==> src/rtl/mem_stage_pkg.sv <==
// Shared widths and bus layouts for the memory-access stage.
package mem_stage_pkg;

  localparam int ES_BUS_WD = 184;
  localparam int WS_BUS_WD = 172;
  localparam int FWD_WD    = 40;

  // Execute-to-memory payload, MSB first.
  typedef struct packed {
    logic [31:0] csr_wdata;     // 183:152
    logic [31:0] csr_wmask;     // 151:120
    logic [13:0] csr_num;       // 119:106
    logic        csr_we;        // 105
    logic [15:0] excp_num;      // 104:89
    logic        excp;          // 88
    logic        mul_div_sign;  // 87
    logic [3:0]  mul_div_op;    // 86:83
    logic [1:0]  addr_lo;       // 82:81
    logic        mem_we;        // 80
    logic        ld_w;          // 79
    logic        ld_b;          // 78
    logic        ld_bu;         // 77
    logic        ld_h;          // 76
    logic        ld_hu;         // 75
    logic        st_w;          // 74
    logic        st_b;          // 73
    logic        st_h;          // 72
    logic        res_from_csr;  // 71
    logic        res_from_mem;  // 70
    logic        gr_we;         // 69
    logic [4:0]  dest;          // 68:64
    logic [31:0] alu_result;    // 63:32
    logic [31:0] pc;            // 31:0
  } es_to_ms_t;

  // Memory-to-writeback payload, MSB first.
  typedef struct packed {
    logic [31:0] csr_wdata;     // 171:140
    logic [31:0] csr_wmask;     // 139:108
    logic [13:0] csr_num;       // 107:94
    logic        csr_we;        // 93
    logic [15:0] excp_num;      // 92:77
    logic        excp;          // 76
    logic        mul_div_sign;  // 75
    logic [3:0]  mul_div_op;    // 74:71
    logic        res_from_csr;  // 70
    logic        gr_we;         // 69
    logic [4:0]  dest;          // 68:64
    logic [31:0] final_result;  // 63:32
    logic [31:0] pc;            // 31:0
  } ms_to_ws_t;

  // Forwarding bus to decode.
  typedef struct packed {
    logic        load_pending;  // 39
    logic [31:0] result;        // 38:7
    logic [4:0]  dest;          // 6:2
    logic        gr_we;         // 1
    logic        valid;         // 0
  } ms_fwd_t;

endpackage

==> src/rtl/mem_load_align.sv <==
// Selects and extends the addressed byte/halfword of a load response.
module mem_load_align (
  input  logic [31:0] rdata,
  input  logic [1:0]  addr_lo,
  input  logic        ld_b,
  input  logic        ld_bu,
  input  logic        ld_h,
  input  logic        ld_hu,
  input  logic        ld_w,
  output logic [31:0] load_data
);

  logic [7:0]  byte_sel;
  logic [15:0] half_sel;

  // Lane selection by the low address bits.
  always_comb begin
    byte_sel = rdata[7:0];
    case (addr_lo)
      2'd0: byte_sel = rdata[7:0];
      2'd1: byte_sel = rdata[15:8];
      2'd2: byte_sel = rdata[23:16];
      2'd3: byte_sel = rdata[31:24];
      default: byte_sel = rdata[7:0];
    endcase
    half_sel = addr_lo[1] ? rdata[31:16] : rdata[15:0];
  end

  // Sign/zero extension by load type; full word otherwise.
  always_comb begin
    load_data = rdata;
    if (ld_w)       load_data = rdata;
    else if (ld_b)  load_data = {{24{byte_sel[7]}}, byte_sel};
    else if (ld_bu) load_data = {24'd0, byte_sel};
    else if (ld_h)  load_data = {{16{half_sel[15]}}, half_sel};
    else if (ld_hu) load_data = {16'd0, half_sel};
  end

endmodule

==> src/rtl/mem_stage.sv <==
// Memory-access pipeline stage: holds the execute payload, waits for the
// data SRAM response, aligns load data and drops responses of killed
// instructions.
module mem_stage
  import mem_stage_pkg::*;
#(
  parameter int ES_TO_MS_BUS_WD = ES_BUS_WD,
  parameter int MS_TO_WS_BUS_WD = WS_BUS_WD,
  parameter int MS_FORWARD_WD   = FWD_WD
) (
  input  logic                       clk,
  input  logic                       reset,
  input  logic                       ws_allowin,
  output logic                       ms_allowin,
  input  logic                       es_to_ms_valid,
  input  logic [ES_TO_MS_BUS_WD-1:0] es_to_ms_bus,
  output logic                       ms_to_ws_valid,
  output logic [MS_TO_WS_BUS_WD-1:0] ms_to_ws_bus,
  output logic [MS_FORWARD_WD-1:0]   ms_forward,
  input  logic                       data_sram_data_ok,
  input  logic [31:0]                data_sram_rdata,
  input  logic                       excp_flush,
  input  logic                       ertn_flush
);

  es_to_ms_t   ms_bus;
  ms_to_ws_t   ws_bus;
  ms_fwd_t     fwd;
  logic        ms_valid;
  logic        resp_got;
  logic [31:0] rdata_buf;
  logic [1:0]  discard_cnt;

  logic        need_resp;
  logic        data_ok_own;
  logic        resp_ok;
  logic        ms_ready_go;
  logic        flush;
  logic        accept;
  logic        depart;
  logic        discard_inc;
  logic        discard_dec;
  logic [31:0] load_rdata;
  logic [31:0] load_data;
  logic [31:0] final_result;
  logic        unused_st;

  assign unused_st = ^{ms_bus.st_h, ms_bus.st_b, ms_bus.st_w};

  // Handshake; a response arriving this cycle already lets the instruction go.
  always_comb begin
    need_resp   = ms_bus.res_from_mem | ms_bus.mem_we;
    data_ok_own = data_sram_data_ok & (discard_cnt == 2'd0) & ms_valid
                  & need_resp & ~resp_got;
    resp_ok     = resp_got | data_ok_own;
    ms_ready_go = ~need_resp | resp_ok | ms_bus.excp;
    ms_allowin  = ~ms_valid | (ms_ready_go & ws_allowin);
    ms_to_ws_valid = ms_valid & ms_ready_go;
    flush       = excp_flush | ertn_flush;
    accept      = es_to_ms_valid & ms_allowin;
    depart      = ms_to_ws_valid & ws_allowin;
    // A killed instruction whose response is still in flight leaves one
    // response to be dropped later.
    discard_inc = ms_valid & need_resp & ~resp_ok & (flush | (depart & ms_bus.excp));
    discard_dec = data_sram_data_ok & (discard_cnt != 2'd0);
  end

  // Stage valid; flush wins over a same-cycle accept.
  always_ff @(posedge clk) begin
    if (reset)           ms_valid <= 1'b0;
    else if (flush)      ms_valid <= 1'b0;
    else if (ms_allowin) ms_valid <= es_to_ms_valid;
  end

  // Payload register, loaded on accept only.
  always_ff @(posedge clk) begin
    if (accept) ms_bus <= es_to_ms_t'(es_to_ms_bus);
  end

  // Response-received flag; a new instruction always starts without one.
  always_ff @(posedge clk) begin
    if (reset)            resp_got <= 1'b0;
    else if (accept)      resp_got <= 1'b0;
    else if (data_ok_own) resp_got <= 1'b1;
  end

  // Read data buffer, held until the instruction leaves.
  always_ff @(posedge clk) begin
    if (data_ok_own) rdata_buf <= data_sram_rdata;
  end

  // Count of outstanding responses owned by killed instructions.
  always_ff @(posedge clk) begin
    if (reset) discard_cnt <= 2'd0;
    else if (discard_inc && !discard_dec && discard_cnt != 2'd3)
      discard_cnt <= discard_cnt + 2'd1;
    else if (discard_dec && !discard_inc)
      discard_cnt <= discard_cnt - 2'd1;
  end

  assign load_rdata = data_ok_own ? data_sram_rdata : rdata_buf;

  mem_load_align u_align (
    .rdata     (load_rdata),
    .addr_lo   (ms_bus.addr_lo),
    .ld_b      (ms_bus.ld_b),
    .ld_bu     (ms_bus.ld_bu),
    .ld_h      (ms_bus.ld_h),
    .ld_hu     (ms_bus.ld_hu),
    .ld_w      (ms_bus.ld_w),
    .load_data (load_data)
  );

  // Writeback payload and forwarding bus.
  always_comb begin
    final_result        = ms_bus.res_from_mem ? load_data : ms_bus.alu_result;
    ws_bus.csr_wdata    = ms_bus.csr_wdata;
    ws_bus.csr_wmask    = ms_bus.csr_wmask;
    ws_bus.csr_num      = ms_bus.csr_num;
    ws_bus.csr_we       = ms_bus.csr_we;
    ws_bus.excp_num     = ms_bus.excp_num;
    ws_bus.excp         = ms_bus.excp;
    ws_bus.mul_div_sign = ms_bus.mul_div_sign;
    ws_bus.mul_div_op   = ms_bus.mul_div_op;
    ws_bus.res_from_csr = ms_bus.res_from_csr;
    ws_bus.gr_we        = ms_bus.gr_we;
    ws_bus.dest         = ms_bus.dest;
    ws_bus.final_result = final_result;
    ws_bus.pc           = ms_bus.pc;
    fwd.load_pending    = ms_valid & ms_bus.res_from_mem & ~resp_got & ~ms_bus.excp;
    fwd.result          = final_result;
    fwd.dest            = ms_bus.dest;
    fwd.gr_we           = ms_bus.gr_we;
    fwd.valid           = ms_valid;
  end

  assign ms_to_ws_bus = ws_bus;
  assign ms_forward   = fwd;

endmodule

==> config.mk <==
export PLATFORM = sky130hd
export DESIGN_NAME = mem_stage
export DESIGN_NICKNAME = d
export VERILOG_FILES = /design/src/rtl/mem_stage_pkg.sv /design/src/rtl/mem_load_align.sv /design/src/rtl/mem_stage.sv
export SDC_FILE = /design/constraint.sdc
export NUM_CORES = 1
export LEC_CHECK = 0
export BUFFER_PORTS_ARGS = -buffer_cell sky130_fd_sc_hd__buf_2
export CAP_MARGIN = 20
export CORE_AREA = 4 4 169 171
export CTS_BUF_LIST = sky130_fd_sc_hd__clkbuf_4 sky130_fd_sc_hd__clkbuf_8 sky130_fd_sc_hd__clkbuf_16
export CTS_CLUSTER_SIZE = 24
export DETAILED_ROUTE_END_ITERATION = 16
export DIE_AREA = 0 0 173 175
export PLACE_DENSITY = 0.73
export SYNTH_ARGS = -nofsm -noshare
export SYNTH_HDL_FRONTEND = slang
export SYNTH_HIERARCHICAL = 1
export SYNTH_SLANG_ARGS = --single-unit
==> constraint.sdc <==
create_clock -name clk -period 9.2 [get_ports clk]
set_input_delay 1.84 -clock clk [delete_from_list [all_inputs] [get_ports clk]]
set_output_delay 1.84 -clock clk [all_outputs]
set_load 0.02 [all_outputs]
==> flow_summary.json, run 1 <==
{
  "outcome": "finished clean",
  "min_period_over_period_pct": 76.5,
  "cts.hold.buffers_added": 0,
  "critPathArrivalTime_ns": 5.20,
  "p_switching_w": 0.000686,
  "synth.distinct_cells": 44,
  "tritoncts": "done",
  "report.final.hold_viol_count": 0,
  "drt-total-wl_um": 25600,
  "grt_pass1_vias": 5785,
  "max_cap_violations": 0,
  "placeableCoreArea_mm2": 0.0269,
  "detailedRoute.firstPassIterationCount": 4,
  "sequentialPowerShare_pct": 46.0,
  "critPathLaunchType": "primary input",
  "detailedPlacementHpwl_um": 20100,
  "dr.first_iter.drc_count": 254,
  "antenna_found_initial": 11,
  "num_cts_buffers": 24,
  "syn_area_mm2": 0.00940,
  "critical-path-slowest-cell": "sky130_fd_sc_hd__o22a_1",
  "synth_largest_type_area_fraction_pct": 57.8,
  "via_count": 5626,
  "cp.required_ns": 7.36,
  "floorplan.io_pins": 437,
  "cts.path.max_buffers": 3,
  "p_leak_nw": 4.94,
  "final.setup.tns_ns": 0,
  "postLayoutCoreUtil_pct": 42.2,
  "postCtsResizedCells": 0,
  "yosys.cell_count.top_type": "sky130_fd_sc_hd__edfxtp_1",
  "grt-ovfl-total": 0,
  "min-delay-path-class": "flop to flop",
  "layout-area-overhead-vs-synth_pct": 20.7,
  "critPathCaptureType": "output pin",
  "port_buffers": 433,
  "ys_ff_latch": 217,
  "wire_per_inst_um": 20.6,
  "gpl_wtd_cong": 0.816,
  "viasPerCell": 4.53,
  "clk-insertion-delay-late_ns": 0.53,
  "comb_power_share_pct": 17.4,
  "die_area_mm2": 0.0303,
  "drc": 0,
  "synthArstFlopShare_pct": 0,
  "grt_pass1_wl_um": 36700,
  "power_density_mw_per_mm2": 227,
  "critical_path_peak_fanout": 24,
  "synth.cells.most_frequent": "181 x sky130_fd_sc_hd__edfxtp_1, 179 x sky130_fd_sc_hd__buf_4, 36 x sky130_fd_sc_hd__dfxtp_1",
  "timing.hold.ws_ns": 0.480,
  "post-cts-setup-buffers": 0,
  "setup_viol_count_final": 0,
  "clockRootBuffer": "sky130_fd_sc_hd__clkbuf_16",
  "antenna_violating_nets_post_route": 0,
  "slew_viol_final": 0,
  "starting_utilization_of_the_core_area_pct": 35.0,
  "placement.cell_area_mm2": 0.0106,
  "fillers": 2548,
  "switching_share_pct": 26.7,
  "critical_path_buf_inv_count": 3,
  "yosysTopAreaCell": "sky130_fd_sc_hd__edfxtp_1",
  "grt_usage_pct": 15.9,
  "layout.nets": 1106,
  "post_synth_edffs": 181,
  "post_syn_nets": 844,
  "final_layout_size_suffix_gt1_share_pct": 59.9,
  "die_width_um": 173,
  "synth.yosys.seq_area_share_pct": 65.5,
  "layout.cell_area.non_filler_mm2": 0.0113,
  "die_height_um": 175,
  "grt_setup_unrepaired": "no",
  "tightestPinTransition_ns": 1.04,
  "period_minus_slack_ns": 7.04,
  "cts_htree_levels": 1,
  "clock_power_share_pct": 36.6,
  "cp_slowest_stage_delay_ns": 0.86,
  "timing.fmax_mhz": 142,
  "relative_max_transition_margin_pct": 30.4,
  "grt_max_degree": 133,
  "synth_top_flop_cell": "sky130_fd_sc_hd__edfxtp_1",
  "placementRows": 60,
  "clk_pin_slew_worst_paths_ns": 0.06,
  "path_class": "primary input to output pin",
  "skew_ns": 0.0208,
  "internal-power_w": 0.00188,
  "syn_area_per_cell_um2": 15.1,
  "synth.area.top_cells": "sky130_fd_sc_hd__edfxtp_1 58%, sky130_fd_sc_hd__buf_4 14%, sky130_fd_sc_hd__dfxtp_1 7.7%",
  "power.ir.vdd_worst_mv": 0.177,
  "yosys_warnings": 6,
  "synthCells": 621,
  "clock_tree_sinks": 217,
  "path_cells": "buf_2, and4bb_4, inv_2, nor2_4, mux2_2, mux2i_1, o22a_1, o311ai_0, mux2_2, buf_2",
  "cp_top_family": "compound AO/OA/AOI/OAI gates"
}
## layout by cell type (no fill, tap or decap), drive strengths merged, types with 2 or more instances in the layout
cell type  count
buf          437
clkbuf        34
mux2          65
or3b           2
edfxtp       181
o311ai         8
nand2          2
dfxtp         36
nor2          12
diode          2
o221a          8
clkinv         7
nand3         24
a21oi          3
inv            6
mux2i         24
o21ai         28
nor3           3
## layer usage
metal	part of all wire [%]	global-route usage, %
met1	34	16.7
met2	53	29.4
met3	9.7	6.71
met4	2.9	4.12
met5	0.45	0
## metrics by stage
step | setup WS, ns | cells | total power (W)
2_1_floorplan | 1.97 | 621 | 0.00155
3_3_place_gp | 2.16 | 1198 | 0.00165
3_5_place_dp | 2.11 | 1198 | 0.00166
4_1_cts | 2.13 | 1241 | 0.00261
5_1_grt | 1.86 | 1242 | 0.00269
6_report | 2.16 | 1243 | 0.00257
## state kept, by name, summed over array words and instances, names as in the netlist
signal,count
ms_forward,6
discard_cnt,2
rdata_buf,32
ms_bus,41
ms_valid,1
ms_to_ws_bus,134
resp_got,1
## power by group through the flow
stage / Clock, W / Combinational, W / Sequential (W)
after floorplan: 0 / 0.000350 / 0.00120
after global placement: 0 / 0.000450 / 0.00120
after detailed placement: 0 / 0.000456 / 0.00120
after CTS: 0.000972 / 0.000457 / 0.00118
after global routing: 0.00101 / 0.000483 / 0.00119
final: 0.000940 / 0.000448 / 0.00118
## worst paths after layout
check                        start                     endpoint  slack, ns  depth (start not counted)
min reg2reg  rdata_buf[14]$_DFF_P_        rdata_buf[14]$_DFF_P_       0.48                          1
max reg2reg  ms_valid$_SDFFE_PP0N_  ms_to_ws_bus[129]$_DFFE_PP_       6.43                          5
max              data_sram_data_ok             ms_to_ws_bus[46]       2.16                         10
min          rdata_buf[14]$_DFF_P_        rdata_buf[14]$_DFF_P_       0.48                          1
## layout make-up
class,instances,area [um2],area share (%)
clock buffer,34,699,6.16
sequential,217,6160,54.2
antenna,2,5.00,0.0441
multi-input combinational,197,1750,15.4
timing repair buffer,437,2210,19.5
inverter,6,22.5,0.198
clock inverter,9,82.6,0.728
tap,341,427,3.76
## cell families (layout without fill, tap and decap cells)
group / Yosys count / in the layout / share of synthesized area (%)
AO/OA/AOI/OAI: 55 / 55 / 4.27
buffers and inverters: 207 / 486 / 16.0
flip-flops: 217 / 217 / 65.5
multiplexers: 89 / 89 / 10.3
other: 0 / 2 / 0
AND/OR/NAND/NOR: 53 / 53 / 3.87
Power figures use the tool's default switching activity.
==> run 2, diff against run 1 <==
==> constraint.sdc (replaced) <==
create_clock -name clk -period 6.5 [get_ports clk]
set_input_delay 1.3 -clock clk [delete_from_list [all_inputs] [get_ports clk]]
set_output_delay 1.3 -clock clk [all_outputs]
set_load 0.02 [all_outputs]
==> flow_summary.json, run 2 (synthesis results as in run 1) <==
{
  "outcome": "finished clean",
  "placement.cell_area_mm2": 0.0106,
  "die_area_mm2": 0.0303,
  "final.setup.tns_ns": 0,
  "grt_setup_unrepaired": "no",
  "critPathLaunchType": "primary input",
  "grt-ovfl-total": 0,
  "path_cells": "buf_2, and4bb_4, inv_2, nor2_4, mux2_2, mux2i_1, o22a_1, buf_4, o311ai_0, mux2_2, buf_2",
  "highest_count_cells_in_the_layout_ignoring_fill_and_taps": "433 x sky130_fd_sc_hd__buf_2, 181 x sky130_fd_sc_hd__edfxtp_1, 36 x sky130_fd_sc_hd__dfxtp_1",
  "beginning_of_the_critical_path": "data_sram_data_ok",
  "floorplan.io_pins": 437,
  "cp_slowest_stage_delay_ns": 0.40,
  "min-delay-path-class": "flop to flop",
  "critPathArrivalTime_ns": 4.16,
  "critical_path_peak_fanout": 24,
  "die_height_um": 175,
  "num_cts_buffers": 25,
  "post-cts-setup-buffers": 0,
  "period_minus_slack_ns": 5.46,
  "critical-path-slowest-cell": "sky130_fd_sc_hd__mux2_2",
  "layout.nets": 1109,
  "grt_max_degree": 112,
  "cts.hold.buffers_added": 0,
  "largest_register_ff_count": 134,
  "clk_pin_slew_worst_paths_ns": 0.06,
  "layout.cell_area.non_filler_mm2": 0.0114,
  "grt_pass1_wl_um": 35800,
  "cts.path.max_buffers": 3,
  "grt_pass1_vias": 5786,
  "via_count": 5588,
  "antenna_violating_nets_post_route": 0,
  "critPathCaptureType": "output pin",
  "holdPathEnd": "rdata_buf[13]$_DFF_P_",
  "skew_ns": 0.0159,
  "layout-area-overhead-vs-synth_pct": 21.4,
  "report.final.hold_viol_count": 0,
  "timing.fmax_mhz": 183,
  "max_cap_violations": 0,
  "path_class": "primary input to output pin",
  "gpl_wtd_cong": 0.803,
  "detailedPlacementHpwl_um": 19600,
  "placeableCoreArea_mm2": 0.0269,
  "tightestPinTransition_ns": 1.05,
  "slew_viol_final": 0,
  "postCtsResizedCells": 0,
  "p_leak_nw": 4.99,
  "wire_per_inst_um": 20.0,
  "crit-reg2reg-launch": "ms_valid$_SDFFE_PP0N_",
  "setup_viol_count_final": 0,
  "whs_path_depth": 1,
  "clock_tree_sinks": 217,
  "rr_worst_depth": 5,
  "timing.hold.ws_ns": 0.479,
  "detailedRoute.firstPassIterationCount": 4,
  "clockRootBuffer": "sky130_fd_sc_hd__clkbuf_16",
  "tritoncts": "done",
  "placementRows": 60,
  "drt-total-wl_um": 25000,
  "viasPerCell": 4.48,
  "grt_usage_pct": 15.4,
  "power.ir.vdd_worst_mv": 0.248,
  "antenna_found_initial": 7,
  "worst_hold_startpoint": "rdata_buf[13]$_DFF_P_",
  "cp.required_ns": 5.20,
  "r2r_setup_slack_ns": 4.07,
  "power_density_mw_per_mm2": 324,
  "clk-insertion-delay-late_ns": 0.53,
  "starting_utilization_of_the_core_area_pct": 35.0,
  "drc": 0,
  "final_layout_size_suffix_gt1_share_pct": 60.3,
  "final_common_cell": "sky130_fd_sc_hd__buf_2",
  "dr.first_iter.drc_count": 285,
  "min_period_over_period_pct": 83.9,
  "die_width_um": 173,
  "relative_max_transition_margin_pct": 29.7,
  "worstReg2RegEnd": "ms_to_ws_bus[138]$_DFFE_PP_",
  "fillers": 2508,
  "port_buffers": 433,
  "cts_htree_levels": 1
}
==> run 2: cell types whose count changed in the layout (fill, tap and decap cells not counted), sizes merged <==
cell,change
clkinvlp,-1
diode,-1
buf,+2
clkbuf,+2
inv,+2
==> run 2: worst max-delay path: cells and delay by family <==
kind | cells | cell delay [ns]
simple gates | 2 | 0.58
buf+inv | 4 | 0.61
mux | 3 | 1.07
compound gates | 2 | 0.57
==> run 2: final cells by class <==
class / count / area (um2) / area share [%]
Sequential cell: 217 / 6160 / 53.9
Timing Repair Buffer: 439 / 2220 / 19.5
Multi-Input combinational cell: 197 / 1750 / 15.3
Clock buffer: 36 / 739 / 6.48
Tap cell: 341 / 427 / 3.74
Clock inverter: 10 / 97.6 / 0.855
Inverter: 6 / 22.5 / 0.197
Antenna cell: 1 / 2.50 / 0.0219
==> run 2: power by group <==
group	switching, W	internal (W)
Clock	0.000557	0.000837
Sequential	0.0000359	0.00164
Combinational	0.000394	0.000239
Total	0.000987	0.00272
==> run 2: worst max path at each step <==
stage,endpoint
after global placement,ms_forward[26]
after floorplan,ms_to_ws_bus[53]
after CTS,ms_forward[26]
after global routing,ms_forward[26]
final,ms_forward[20]
after detailed placement,ms_forward[26]
==> run 2: metal layers <==
metal	track usage (%)	wire, um	vias to the layer above
li1	-	-	2630
met1	16.1	8670	2623
met2	28.1	12900	271
met3	6.62	2530	52
met4	4.86	765	12
met5	0	82	-
==> run 2: through the flow <==
stage                     setup slack, ns  power, W  utilization (%)  std cells
after CTS                           0.966   0.00376             42.5       1246
after detailed placement            0.969   0.00235             39.4       1200
after global placement               1.02   0.00233             39.4       1200
after global routing                0.801   0.00386             42.5       1246
after floorplan                      1.65   0.00219                -        621
final                                1.04   0.00370             42.5       1247
==> run 3, diff against run 2 <==
--- a/config.mk
+++ b/config.mk
@@ -5,14 +5,15 @@
 export SDC_FILE = /design/constraint.sdc
 export NUM_CORES = 1
 export LEC_CHECK = 0
+export ABC_AREA = 1
 export BUFFER_PORTS_ARGS = -buffer_cell sky130_fd_sc_hd__buf_2
 export CAP_MARGIN = 20
-export CORE_AREA = 4 4 169 171
+export CORE_AREA = 4 4 166 168
 export CTS_BUF_LIST = sky130_fd_sc_hd__clkbuf_4 sky130_fd_sc_hd__clkbuf_8 sky130_fd_sc_hd__clkbuf_16
 export CTS_CLUSTER_SIZE = 24
 export DETAILED_ROUTE_END_ITERATION = 16
-export DIE_AREA = 0 0 173 175
-export PLACE_DENSITY = 0.73
+export DIE_AREA = 0 0 170 172
+export PLACE_DENSITY = 0.79
 export SYNTH_ARGS = -nofsm -noshare
 export SYNTH_HDL_FRONTEND = slang
 export SYNTH_HIERARCHICAL = 1
==> constraint.sdc (replaced) <==
create_clock -name clk -period 4.8 [get_ports clk]
set_input_delay 0.96 -clock clk [delete_from_list [all_inputs] [get_ports clk]]
set_output_delay 0.96 -clock clk [all_outputs]
set_load 0.02 [all_outputs]
==> flow_summary.json, run 3 <==
{
  "min_period_over_period_pct": 88.4,
  "fin_total_pwr_w": 0.00492,
  "tritoncts": "done",
  "yosysTopAreaCell": "sky130_fd_sc_hd__edfxtp_1",
  "final_layout_size_suffix_gt1_share_pct": 42.1,
  "skew_ns": 0.0284,
  "via_count": 7160,
  "cp_slowest_stage_delay_ns": 0.28,
  "synth.cells.most_frequent": "386 x sky130_fd_sc_hd__nand2_1, 183 x sky130_fd_sc_hd__buf_4, 181 x sky130_fd_sc_hd__edfxtp_1",
  "clock_power_share_pct": 36.7,
  "post_synth_edffs": 181,
  "clk_pin_slew_worst_paths_ns": 0.06,
  "period_minus_slack_ns": 4.24,
  "worst_slack_after_detailed_placement_ns": 0.532,
  "fillers": 2451,
  "p_leak_nw": 5.67,
  "internal-power_w": 0.00353,
  "syn_area_per_cell_um2": 10.5,
  "max_cap_violations": 0,
  "synth_top_flop_cell": "sky130_fd_sc_hd__edfxtp_1",
  "placementRows": 59,
  "synthArstFlopShare_pct": 0,
  "antenna_violating_nets_post_route": 0,
  "detailedPlacementHpwl_um": 22500,
  "synth.distinct_cells": 28,
  "largest_register_ff_count": 134,
  "postCtsResizedCells": 0,
  "highest_count_cells_in_the_layout_ignoring_fill_and_taps": "433 x sky130_fd_sc_hd__buf_2, 384 x sky130_fd_sc_hd__nand2_1, 181 x sky130_fd_sc_hd__edfxtp_1",
  "viasPerCell": 4.59,
  "synthCells": 945,
  "grt_pass1_wl_um": 40500,
  "drt-total-wl_um": 28700,
  "synth_largest_type_area_fraction_pct": 54.9,
  "clk-insertion-delay-late_ns": 0.54,
  "post-cts-setup-buffers": 0,
  "clockRootBuffer": "sky130_fd_sc_hd__clkbuf_16",
  "min-delay-path-class": "flop to flop",
  "slew_viol_final": 0,
  "post_syn_nets": 1168,
  "layout.nets": 1426,
  "crit_path_frequent_cell": "sky130_fd_sc_hd__nand2_1",
  "num_cts_buffers": 24,
  "wire_per_inst_um": 18.4,
  "dr.first_iter.drc_count": 348,
  "rr_worst_depth": 7,
  "switching_share_pct": 28.3,
  "port_buffers": 433,
  "clock_tree_sinks": 217,
  "cp.required_ns": 3.84,
  "critPathCaptureType": "output pin",
  "critical-path-slowest-cell": "sky130_fd_sc_hd__nand3_4",
  "placeableCoreArea_mm2": 0.0259,
  "gpl_wtd_cong": 0.876,
  "critPathArrivalTime_ns": 3.28,
  "grt-ovfl-total": 0,
  "power.ir.vdd_worst_mv": 0.370,
  "syn_area_mm2": 0.00990,
  "detailedRoute.firstPassIterationCount": 4,
  "relative_max_transition_margin_pct": 28.1,
  "p_switching_w": 0.00139,
  "ys_ff_latch": 217,
  "grt_usage_pct": 18.1,
  "setup_viol_count_final": 0,
  "whs_path_depth": 2,
  "tightestPinTransition_ns": 1.08,
  "floorplan.io_pins": 437,
  "drc": 0,
  "final_common_cell": "sky130_fd_sc_hd__buf_2",
  "final.setup.tns_ns": 0,
  "die_area_mm2": 0.0292,
  "grt_pass1_vias": 6904,
  "yosys_warnings": 6,
  "cts.hold.buffers_added": 0,
  "die_width_um": 170,
  "path_cells": "buf_2, nand2_2, nor2_4, nand2_4, nor2_8, inv_4, nand2_1, nand2_1, o21bai_2, nand3_2, nand3_4, nand2_1, nand2_1, nand2_1, nand2_1, nand2_1, buf_2",
  "grt_setup_unrepaired": "no",
  "path_class": "primary input to output pin",
  "antenna_found_initial": 12,
  "sequentialPowerShare_pct": 45.9,
  "power_density_mw_per_mm2": 415,
  "yosys.cell_count.top_type": "sky130_fd_sc_hd__nand2_1",
  "critPathLaunchType": "primary input",
  "die_height_um": 172,
  "synth.area.top_cells": "sky130_fd_sc_hd__edfxtp_1 55%, sky130_fd_sc_hd__nand2_1 15%, sky130_fd_sc_hd__buf_4 14%",
  "critical_path_peak_fanout": 32,
  "worst_slack_ns": 0.556,
  "starting_utilization_of_the_core_area_pct": 38.2,
  "comb_power_share_pct": 17.5,
  "cts.path.max_buffers": 3,
  "synth.yosys.seq_area_share_pct": 62.2,
  "cts_htree_levels": 1,
  "report.final.hold_viol_count": 0,
  "timing.fmax_mhz": 236,
  "outcome": "finished clean",
  "layout-area-overhead-vs-synth_pct": 19.7,
  "grt_max_degree": 103
}
==> run 3: power by group through the flow <==
| stage | sequential [W] | combinational (W) | clock, W |
|---|---|---|---|
| 3_5_place_dp | 0.00230 | 0.000862 | 0 |
| 3_3_place_gp | 0.00229 | 0.000843 | 0 |
| 6_report | 0.00226 | 0.000859 | 0.00180 |
| 4_1_cts | 0.00226 | 0.000867 | 0.00184 |
| 5_1_grt | 0.00227 | 0.000936 | 0.00192 |
| 2_1_floorplan | 0.00229 | 0.000655 | 0 |
==> run 3: final timing paths <==
path | startpoint | to | slack, ns
worst max register to register | ms_valid$_SDFFE_PP0N_ | ms_to_ws_bus[75]$_DFFE_PP_ | 2.34
worst max-delay path | data_sram_data_ok | ms_to_ws_bus[52] | 0.56
worst min-delay path | rdata_buf[9]$_DFF_P_ | rdata_buf[9]$_DFF_P_ | 0.50
worst min register to register | rdata_buf[9]$_DFF_P_ | rdata_buf[9]$_DFF_P_ | 0.50
==> run 3: cell families (layout without fill, tap and decap cells) <==
kind of cell	count (synthesis)	count (layout)	share of synthesized area (%)
other	0	4	0
buffers and inverters	233	509	16.8
AND/OR/NAND/NOR	458	458	18.8
AO/OA/AOI/OAI	37	37	2.24
flip-flops	217	217	62.2
==> run 3: metrics by stage <==
step / hold WS [ns] / util (%) / area (um2) / cells
finish: 0.497 / 45.7 / 11800 / 1560
global route: 0.528 / 45.7 / 11800 / 1558
CTS: 0.496 / 45.7 / 11800 / 1556
detailed placement: 0.484 / 42.6 / 11000 / 1512
global placement: 0.477 / 42.5 / 11000 / 1511
floorplan: 0.455 / - / 9920 / 945
==> run 3: metal layers <==
layer / GRT usage (%) / vias to the layer above / share of wire (%)
li1: - / 3422 / -
met1: 20.2 / 3312 / 35
met2: 32.4 / 337 / 52
met3: 6.26 / 71 / 9.6
met4: 6.32 / 18 / 3.9
met5: 0 / - / 0.38
==> run 3: layout make-up <==
class	instances	area, um2	area share [%]
flip-flops and latches	217	6160	52.0
repair buffers	441	2270	19.2
multi-input cells	495	2110	17.8
clock buffers	26	616	5.20
well taps	335	419	3.54
clock inverters	18	173	1.46
inverters	24	92.6	0.782
diodes	4	10.0	0.0845
==> run 3: worst max-delay path: cells and delay by family <==
family | cells | cell delay, ns
AND/OR/NAND/NOR | 13 | 1.63
AO/OA/AOI/OAI | 1 | 0.18
buffers and inverters | 3 | 0.49
